**src/rtl/keypad_scan_ctrl.sv**
```systemverilog
`default_nettype none
// ============================================================================
// Module      : keypad_scan_ctrl
// Description : 4x4 matrix keypad scanner. Drives one active-low row at a
//               time, synchronizes the columns, debounces press and release
//               and emits a single key_valid pulse per physical press.
// Revision    : 1.0 - initial release
// ============================================================================
module keypad_scan_ctrl #(
  parameter int SCAN_DIV = 12000,
  parameter int DB_TICKS = 20
) (
  input  logic       clk,
  input  logic       reset,
  input  logic [3:0] columns,
  output logic [3:0] rows,
  output logic       key_valid,
  output logic [1:0] key_row,
  output logic [1:0] key_col,
  output logic       key_held
);

  localparam int c_DIV_W = (SCAN_DIV > 1) ? $clog2(SCAN_DIV) : 1;
  localparam int c_DB_W  = (DB_TICKS > 0) ? $clog2(DB_TICKS + 1) : 1;
  localparam logic [c_DIV_W-1:0] c_DIV_LAST  = c_DIV_W'(SCAN_DIV - 1);
  localparam logic [c_DB_W-1:0]  c_DB_TARGET = c_DB_W'(DB_TICKS);
  localparam logic [c_DB_W-1:0]  c_DB_ONE    = c_DB_W'(1);

  typedef enum logic [1:0] {
    ST_SCAN     = 2'd0,
    ST_DEBOUNCE = 2'd1,
    ST_HELD     = 2'd2,
    ST_RELEASE  = 2'd3
  } state_t;

  logic [3:0]         r_col_meta;
  logic [3:0]         r_col_s;
  logic [c_DIV_W-1:0] r_div_cnt;
  state_t             r_state;
  logic [1:0]         r_row_idx;
  logic [1:0]         r_lat_col;
  logic [c_DB_W-1:0]  r_db_cnt;
  logic               r_key_valid;
  logic               r_key_held;
  logic [1:0]         r_key_row;
  logic [1:0]         r_key_col;

  state_t             w_state_nxt;
  logic [1:0]         w_row_idx_nxt;
  logic [1:0]         w_lat_col_nxt;
  logic [c_DB_W-1:0]  w_db_cnt_nxt;
  logic               w_key_valid_nxt;
  logic               w_key_held_nxt;
  logic [1:0]         w_key_row_nxt;
  logic [1:0]         w_key_col_nxt;
  logic               w_tick;
  logic [1:0]         w_det_col;
  logic               w_lat_bit;

  // Two-flop synchronizer; idle (all high) out of reset.
  always_ff @(posedge clk) begin
    if (reset) begin
      r_col_meta <= 4'b1111;
      r_col_s    <= 4'b1111;
    end else begin
      r_col_meta <= columns;
      r_col_s    <= r_col_meta;
    end
  end

  // Free-running scan divider; never paused by the FSM.
  always_ff @(posedge clk) begin
    if (reset) begin
      r_div_cnt <= '0;
    end else if (r_div_cnt == c_DIV_LAST) begin
      r_div_cnt <= '0;
    end else begin
      r_div_cnt <= r_div_cnt + c_DIV_W'(1);
    end
  end

  assign w_tick    = (r_div_cnt == c_DIV_LAST);
  assign w_lat_bit = r_col_s[r_lat_col];

  // Lowest-index low column wins when several keys share the active row.
  always_comb begin
    w_det_col = 2'd3;
    if (!r_col_s[0])      w_det_col = 2'd0;
    else if (!r_col_s[1]) w_det_col = 2'd1;
    else if (!r_col_s[2]) w_det_col = 2'd2;
  end

  // State and datapath registers.
  always_ff @(posedge clk) begin
    if (reset) begin
      r_state     <= ST_SCAN;
      r_row_idx   <= 2'd0;
      r_lat_col   <= 2'd0;
      r_db_cnt    <= '0;
      r_key_valid <= 1'b0;
      r_key_held  <= 1'b0;
      r_key_row   <= 2'd0;
      r_key_col   <= 2'd0;
    end else begin
      r_state     <= w_state_nxt;
      r_row_idx   <= w_row_idx_nxt;
      r_lat_col   <= w_lat_col_nxt;
      r_db_cnt    <= w_db_cnt_nxt;
      r_key_valid <= w_key_valid_nxt;
      r_key_held  <= w_key_held_nxt;
      r_key_row   <= w_key_row_nxt;
      r_key_col   <= w_key_col_nxt;
    end
  end

  // Next-state logic: all decisions are taken on scan ticks only.
  always_comb begin
    w_state_nxt     = r_state;
    w_row_idx_nxt   = r_row_idx;
    w_lat_col_nxt   = r_lat_col;
    w_db_cnt_nxt    = r_db_cnt;
    w_key_valid_nxt = 1'b0;
    w_key_held_nxt  = r_key_held;
    w_key_row_nxt   = r_key_row;
    w_key_col_nxt   = r_key_col;
    case (r_state)
      ST_SCAN: begin
        if (w_tick) begin
          if (r_col_s == 4'b1111) begin
            w_row_idx_nxt = r_row_idx + 2'd1;
          end else begin
            w_lat_col_nxt = w_det_col;
            w_db_cnt_nxt  = c_DB_ONE;
            w_state_nxt   = ST_DEBOUNCE;
          end
        end
      end
      ST_DEBOUNCE: begin
        if (w_tick) begin
          if (!w_lat_bit) begin
            if (r_db_cnt == c_DB_TARGET) begin
              w_state_nxt     = ST_HELD;
              w_key_row_nxt   = r_row_idx;
              w_key_col_nxt   = r_lat_col;
              w_key_valid_nxt = 1'b1;
              w_key_held_nxt  = 1'b1;
            end else begin
              w_db_cnt_nxt = r_db_cnt + c_DB_ONE;
            end
          end else begin
            // Bounce during press qualification: drop it silently.
            w_state_nxt   = ST_SCAN;
            w_row_idx_nxt = r_row_idx + 2'd1;
          end
        end
      end
      ST_HELD: begin
        if (w_tick && w_lat_bit) begin
          w_db_cnt_nxt = c_DB_ONE;
          w_state_nxt  = ST_RELEASE;
        end
      end
      ST_RELEASE: begin
        if (w_tick) begin
          if (w_lat_bit) begin
            if (r_db_cnt == c_DB_TARGET) begin
              w_state_nxt    = ST_SCAN;
              w_row_idx_nxt  = r_row_idx + 2'd1;
              w_key_held_nxt = 1'b0;
            end else begin
              w_db_cnt_nxt = r_db_cnt + c_DB_ONE;
            end
          end else begin
            // Release bounce: still the same press, no new event.
            w_state_nxt = ST_HELD;
          end
        end
      end
      default: begin
        w_state_nxt = ST_SCAN;
      end
    endcase
  end

  assign rows      = ~(4'b0001 << r_row_idx);
  assign key_valid = r_key_valid;
  assign key_held  = r_key_held;
  assign key_row   = r_key_row;
  assign key_col   = r_key_col;

endmodule
`default_nettype wire

```
**config.mk**
```make
export PLATFORM = sky130hd
export DESIGN_NAME = keypad_scan_ctrl
export DESIGN_NICKNAME = d
export VERILOG_FILES = /design/src/rtl/keypad_scan_ctrl.sv
export SDC_FILE = /design/constraint.sdc
export NUM_CORES = 1
export LEC_CHECK = 0
export CORE_ASPECT_RATIO = 1.2
export CORE_MARGIN = 2
export CORE_UTILIZATION = 55
export CTS_BUF_LIST = sky130_fd_sc_hd__clkbuf_2
export CTS_CLUSTER_SIZE = 28
export DETAILED_ROUTE_END_ITERATION = 8
export GPL_ROUTABILITY_DRIVEN = 0
export PLACE_DENSITY = 0.74
export REMOVE_ABC_BUFFERS = 1
export SLEW_MARGIN = 20
export SYNTH_ARGS = -nofsm -noshare
export SYNTH_HDL_FRONTEND = slang
export SYNTH_SLANG_ARGS = --single-unit
export TNS_END_PERCENT = 5
```
**constraint.sdc**
```tcl
create_clock -name clk -period 6.9 [get_ports clk]
set_clock_uncertainty 0.1 [all_clocks]
set_input_delay 1.38 -clock clk [delete_from_list [all_inputs] [get_ports clk]]
set_output_delay 1.38 -clock clk [all_outputs]
set_load 0.1 [all_outputs]
```
## Word-level counts from Yosys, hierarchy flattened

Cells that the tools add are included.

| word-level totals | value |
|---|---|
| register bits after elaboration | 39 |
| latch bits | 0 |
| RAM bits | 0 |
| ROM bits | 0 |
| input bits | 6 |
| logic and storage cells | 92 |
| memories | 0 |

| cells by class | value |
|---|---|
| add/sub/neg operators | 3 |
| multiply operators | 0 |
| div/mod/pow operators | 0 |
| $lt $le $gt $ge | 1 |
| eq/ne operators | 19 |
| shifts and indexed selects | 1 |
| mux-type cells | 40 |
| bitwise operators | 5 |
| reduce and logical (&&, ||, !) cells | 12 |

Operators with widths:

| cell | count |
|---|---|
| 5-bit two-way mux | 8 |
| 2-bit two-way mux | 18 |
| 2-bit != test, second input constant | 11 |
| 7-bit AND reduction | 3 |
| 5-bit one-hot mux with 4 select lines | 1 |
| 14-bit by 1-bit adder with 14-bit output, second input constant | 1 |
| 14-bit equality test, second input constant | 1 |
| 1-bit two-way mux | 9 |
| 2-bit one-hot mux with 4 select lines | 1 |
| 8-bit AND reduction | 1 |
| 3-bit != test, second input constant | 2 |
| 2-bit one-hot mux with 3 select lines | 1 |
| 5-bit by 1-bit adder with 5-bit output, second input constant | 1 |
| 5-bit equality test, second input constant | 1 |
| 2-bit equality test, second input constant | 2 |
| 4-bit equality test, second input constant | 1 |
| 1-bit inverter | 4 |
| 4-bit inverter | 1 |
| 4-bit AND reduction | 1 |
| 4-bit OR reduction | 1 |
| 1-bit by 2-bit left shift with 4-bit output, first input constant | 1 |
| 2-bit by 3-bit < comparator with 1-bit output, second input constant | 1 |
| 3-bit AND reduction | 1 |
| 3-bit nonzero test | 1 |
| other kinds (8) | 8 |

## Depth between registers and ports, before layout

Gate-level depths: netlist of the first run.

| depth | value |
|---|---|
| depth after elaboration | 5 |
| gate-level depth with buffers | 8 |
| gate-level depth less buffers | 7 |

## Worst setup path before layout of the first run

No wires, ideal clock.

| timing | value |
|---|---|
| path type | register to output |
| start point | register r_row_idx[0] |
| end point | output port rows[0] |
| data arrival time | 1.226 ns |
| slack | 4.194 ns |
| cell stages (with the launch flop) | 4 |
| cell sequence | dfxtp_1 inv_1 ha_1 inv_1 |

| between the ends | value |
|---|---|
| cells in the longest elaborated chain, start to end | 2 |

RTL lines:

| item | RTL line | source |
|---|---|---|
| from (decl) | 40 | `logic [1:0] r_row_idx;` |
| from (signal assigned) | 106 | `r_row_idx <= w_row_idx_nxt;` |
| 1-bit by 2-bit left shift with 4-bit output | 185 | `assign rows = ~(4'b0001 << r_row_idx);` |
| 4-bit inverter | 185 |  |
| to (decl) | 16 | `output logic [3:0] rows,` |

Every way passes these cells.

## Final worst setup path of the first run

Same ends and word-level chain as after synthesis.

==> metrics, run 1 <==
outcome=completed; Routed Antenna Nets=0; GRT Overall Usage=approximately a fifth; cell count after synthesis=194; DRC Markers=0; power per cell area=between 150 and 200 nW/um2; Via density=about 5.4; drt first pass iters=4; area grow syn2layout=12.0%; register area=781 um2; Fin Setup TNS=0 ns; I/O pin count=16; final-layout fill cell count=~280; Synth Area in Simple Gates=around a quarter; Fin. Hold Viols=0; Post-synth top cells=39 x dfxtp_1, 27 x nor2_1, 14 x inv_1, 10 x xnor2_1; mux contribution to synthesized area=approximately 4.7%; slew at the pin with the worst max-slew slack=a little under 1 ns; Worst-Skew Late Latency=0.40 ns; Period minus WS final=around 3.8 ns; drt wl/cell=approximately 12 um; post-synthesis compound-gate area fraction=under 10%; Worst Setup Start Kind=flop; YS warnings=0; initial core utilization=57.2%; die extent in y=~66 um; ys async rst share=0%; Max clock buf depth=2; # diodes=0; clock slew at reported path FFs=~0.19 ns; Die ar.=3650 um2; vias in the first global route=1328; Yosys top cell by area=dfxtp_1; root buffer cell=clkbuf_2; register bit total from synthesis=39; Post-DP Area=1910 um2; Final Util=64.0%; syn_area_per_cell=around 9.0 um2; I/O Buffers=15; Yosys top cell area share=between 40% and 50%; CP endpoint kind=primary output; vias=1327; CTS tree=done; synth top area cells=dfxtp_1 45%, nor2_1 5.8%, ha_1 5.0%; FP Rows=22; multi-input logic area=a little under 900 um2; total congestion overflow=0; period utilization=between 50 and 60%; Crit Path Class=reg -> out; total power=between 0.3 and 0.4 mW; Peak Freq=around 0.26 GHz; WL final=3080 um; area of the core=about 3000 um2; H-tree levels=2; initial antenna violation count=0; Resized Gates After CTS=0; post-CTS setup buffers=0; Arrival @ worst endpoint=about 2.3 ns; maximum vdd ir drop=about 0.18 mV; largest net degree at the start of global routing=27; post-DP HPWL=between 2000 and 2500 um; crit-path max FO=5; EDFF count, synth=0; DR iter-0 viols=57; CTS Buf Count=5; largest family of logic cells by synthesized area=simple AND/OR/NAND/NOR gates; Final nets=about 220; Seq/Total Area, Yosys=between 40 and 50%; Sink Count=39; share of cells above drive strength 1=under 10%; # hold bufs at CTS=0; RSZ-0062 raised after global routing=no; max-slew violations=0; Post-Synth Adder-Cell Area=under 10%; Netlist Area Pre-Place=about 1700 um2; CP required=5.42 ns; MaxCap Viol Count=0; Post-Synth XOR/XNOR Area=under 10%; most frequent cell after synthesis=dfxtp_1; die width=roughly 55 um; Final Instance Area=1960 um2; worst hold margin=~0.33 ns; Static Leak=approximately 0.70 nW; Distinct cells, synth=37; Synth Flop Type=dfxtp_1; Worst Hold Class=reg -> reg; slew margin rel.=between 30% and 40%; first-pass GRT wire length=about 5500 um; final setup violation count=0
==> per-layer routing <==
metal | up-vias | share of wire, % | track usage, %
met1 | 613 | 45 | 19.9
li1 | 694 | - | -
met4 | 0 | 1.9 | 8.54
met3 | 5 | 3.1 | 5.91
met5 | - | 0 | 0
met2 | 15 | 50 | 35.9
==> cells in the final DEF, fill, tap and decap left out, types with 3 or more instances in the layout <==
cell / synthesis / layout
a21oi_1: 7 / 7
dfxtp_1: 39 / 39
xnor2_1: 10 / 10
nor2_1: 27 / 27
inv_1: 14 / 14
or2_2: 8 / 8
o21ai_0: 3 / 3
nand3_1: 8 / 8
mux2i_1: 6 / 6
nand4_1: 6 / 6
clkbuf_2: 1 / 5
nand2_1: 9 / 9
ha_1: 7 / 7
xor2_1: 5 / 5
clkdlybuf4s50_1: 0 / 15
nor3_1: 9 / 9
nor4_1: 3 / 3
nand2b_1: 4 / 4
and3_1: 4 / 4
==> cells by family after synthesis <==
kind of cell / Yosys count
flops: 39
mux: 7
buf+inv: 20
xor+xnor: 15
compound gates: 18
simple gates: 88
fa+ha+maj: 7
==> worst paths after layout <==
path                                                 from                        to  slack (ns)  depth (start not counted)
worst max-delay path            r_row_idx[0]$_SDFFE_PP0P_                   rows[0]        3.09                          4
worst min-delay path             r_col_meta[3]$_SDFF_PP1_     r_col_s[3]$_SDFF_PP1_        0.33                          1
worst max register to register    r_div_cnt[0]$_SDFF_PP0_  r_db_cnt[4]$_SDFFE_PP0P_        4.08                          6
worst min register to register   r_col_meta[3]$_SDFF_PP1_     r_col_s[3]$_SDFF_PP1_        0.33                          1
==> state kept, by name, indices dropped and copies added, names as in the netlist, named ones only <==
register,cells
key_row,2
r_row_idx,2
r_db_cnt,5
key_valid,1
r_state,1
r_lat_col,2
r_col_meta,4
r_col_s,4
key_col,2
key_held,1
r_div_cnt,14
==> cell type report <==
class	count	share of cell area (%)
Sequential cell	39	39.9
Multi-Input combinational cell	135	45.1
Clock inverter	3	1.02
Timing Repair Buffer	15	7.67
Clock buffer	5	1.28
Tap cell	36	2.30
Inverter	14	2.69
==> power breakdown <==
part	leakage [nW]	internal [mW]	switching [mW]	total, mW
clock	0.0250	0.0240	0.0757	0.0997
sequential	0.317	0.230	0.00259	0.232
combinational	0.354	0.00783	0.0118	0.0197
==> per-stage QoR <==
stage               setup WS [ns]  cells
global placement             3.60    239
CTS                          3.05    247
global route                 2.97    247
detailed placement           3.53    239
finish                       3.09    247
floorplan                    4.19    188
==> worst max-delay path: stages (launching register included) <==
cell	delay, ns
dfxtp_1	0.46
inv_1	0.10
ha_1	0.20
inv_1	0.05
clkdlybuf4s50_1	1.12
Note: power is estimated with default switching activity, not from simulation.
==> inputs of run 2 (changes only) <==
==> constraint.sdc (replaced) <==
create_clock -name clk -period 3.6 [get_ports clk]
set_clock_uncertainty 0.1 [all_clocks]
set_input_delay 0.72 -clock clk [delete_from_list [all_inputs] [get_ports clk]]
set_output_delay 0.72 -clock clk [all_outputs]
set_load 0.1 [all_outputs]
==> metrics, run 2 (same netlist as run 1, synthesis figures left out) <==
MaxCap Viol Count=0; largest net degree at the start of global routing=27; final-layout fill cell count=approximately 270; DR iter-0 viols=40; drt wl/cell=between 10 and 15 um; root buffer cell=clkbuf_2; Max clock buf depth=2; R2R depth=6; area grow syn2layout=12.9%; CP Cell Sequence=ha_1, nand4_1, or4_4, or3_1, or4_1, a31oi_1; crit-path max FO=9; Worst path slowest cell=or4_4; Fin Setup TNS=0 ns; I/O pin count=16; Routed Antenna Nets=0; WL final=~3100 um; period utilization=roughly 76%; Sink Count=39; final setup violation count=0; Peak Freq=~0.37 GHz; sequential share of power=roughly 60%; Period minus WS final=about 2.7 ns; CTS Buf Count=5; Die ar.=3650 um2; Static Leak=between 0.7 and 0.8 nW; Fin. Hold Viols=0; Comb power frac=5.3%; vias=around 1.4k; Int Power=between 0.5 and 0.6 mW; first-pass GRT wire length=approximately 5600 um; max-slew violations=0; I/O Buffers=15; die width=55.5 um; Worst Min Path Start=r_col_meta[0]$_SDFF_PP1_; commonest non-fill, non-tap cell in the layout=dfxtp_1; Worst Hold Depth=1; largest stage delay on the critical path=0.62 ns; Worst Setup Start Kind=flop; Worst-Skew Late Latency=around 0.36 ns; net switching power=roughly 0.16 mW; Clk pwr share=around a third; outcome=completed; vias in the first global route=about 1.3k; slew margin rel.=around a third; Resized Gates After CTS=0; clock slew at reported path FFs=approximately 0.18 ns; die extent in y=approximately 66 um; CP endpoint kind=flop; switching share of power=about 22%; initial antenna violation count=0; maximum vdd ir drop=0.292 mV; max FFs per register=14; RSZ-0062 raised after global routing=no; top flop regs=r_div_cnt (14), r_db_cnt (5); most frequent cells in the layout=39 x dfxtp_1, 27 x nor2_1, 14 x inv_1; share of cells above drive strength 1=between 10% and 20%; Top reg by flops=r_div_cnt; post-DP HPWL=approximately 2300 um; worst reg2reg path startpoint=r_div_cnt[0]$_SDFF_PP0_; DRC Markers=0; slew at the pin with the worst max-slew slack=just under 1 ns; drt first pass iters=4; Via density=about 5.5; # hold bufs at CTS=0; CP Launch Point=r_div_cnt[0]$_SDFF_PP0_; Final nets=between 200 and 250; # diodes=0; post-CTS setup buffers=0; CTS tree=done; Crit Path Class=reg -> reg; Arrival @ worst endpoint=roughly 3.0 ns; area of the core=3060 um2; power per cell area=372 nW/um2; initial core utilization=a little under three fifths; total congestion overflow=0; H-tree levels=2; worst hold margin=around 0.34 ns; FP Rows=22; Worst Hold Class=reg -> reg; CP required=roughly 3.8 ns; GRT Overall Usage=between 10% and 20%
[run 2: cell types whose count changed in the layout (fill, tap and decap cells not counted)]
cell,previous run,this run
clkinv_1,0,1
bufinv_16,0,1
clkdlybuf4s50_1,15,11
clkinvlp_4,2,0
buf_4,0,5
[run 2: through the flow]
stage,util [%],setup slack [ns],std cells,power (mW),instance area (um2)
6_report,64.6,0.866,248,0.733,1970
5_1_grt,64.6,0.709,248,0.769,1970
4_1_cts,64.6,0.835,248,0.743,1970
3_5_place_dp,62.5,0.888,240,0.494,1910
3_3_place_gp,62.5,0.958,240,0.493,1910
2_1_floorplan,-,1.04,188,0.478,1720
[run 2: critical path: cells and delay by family (launching register included)]
family,cells,cell delay (ns)
adder cells (fa/ha/maj),1,0.24
AND/OR/NAND/NOR,4,1.78
flip-flops,1,0.41
AO/OA/AOI/OAI,1,0.16
[run 2: cell type report]
cell class	count	area, um2	area share (%)
Timing Repair Buffer	16	148	7.48
Inverter	14	52.6	2.66
Clock buffer	5	25.0	1.27
Tap cell	36	45.0	2.28
Multi-Input combinational cell	135	883	44.8
Sequential cell	39	781	39.6
Clock inverter	3	38.8	1.97
[run 2: power groups by stage]
stage	combinational, mW	clock, mW	sequential [mW]
2_1_floorplan	0.0167	0	0.461
3_3_place_gp	0.0385	0	0.454
3_5_place_dp	0.0393	0	0.455
4_1_cts	0.0396	0.257	0.446
5_1_grt	0.0433	0.279	0.447
6_report	0.0391	0.249	0.446
[run 2: path summary, 6_finish.rpt]
path / end / slack (ns)
worst max-delay path: r_db_cnt[4]$_SDFFE_PP0P_ / 0.87
worst min-delay path: r_col_s[0]$_SDFF_PP1_ / 0.34
worst max register to register: r_db_cnt[4]$_SDFFE_PP0P_ / 0.87
worst min register to register: r_col_s[0]$_SDFF_PP1_ / 0.34
[run 2: layer usage]
metal | track usage, % | vias to the layer above | part of all wire (%)
met3 | 6.10 | 7 | 3.6
met1 | 21.9 | 634 | 45
met4 | 10.1 | 0 | 1.9
met2 | 32.9 | 33 | 50
met5 | 0 | - | 0
li1 | - | 693 | -
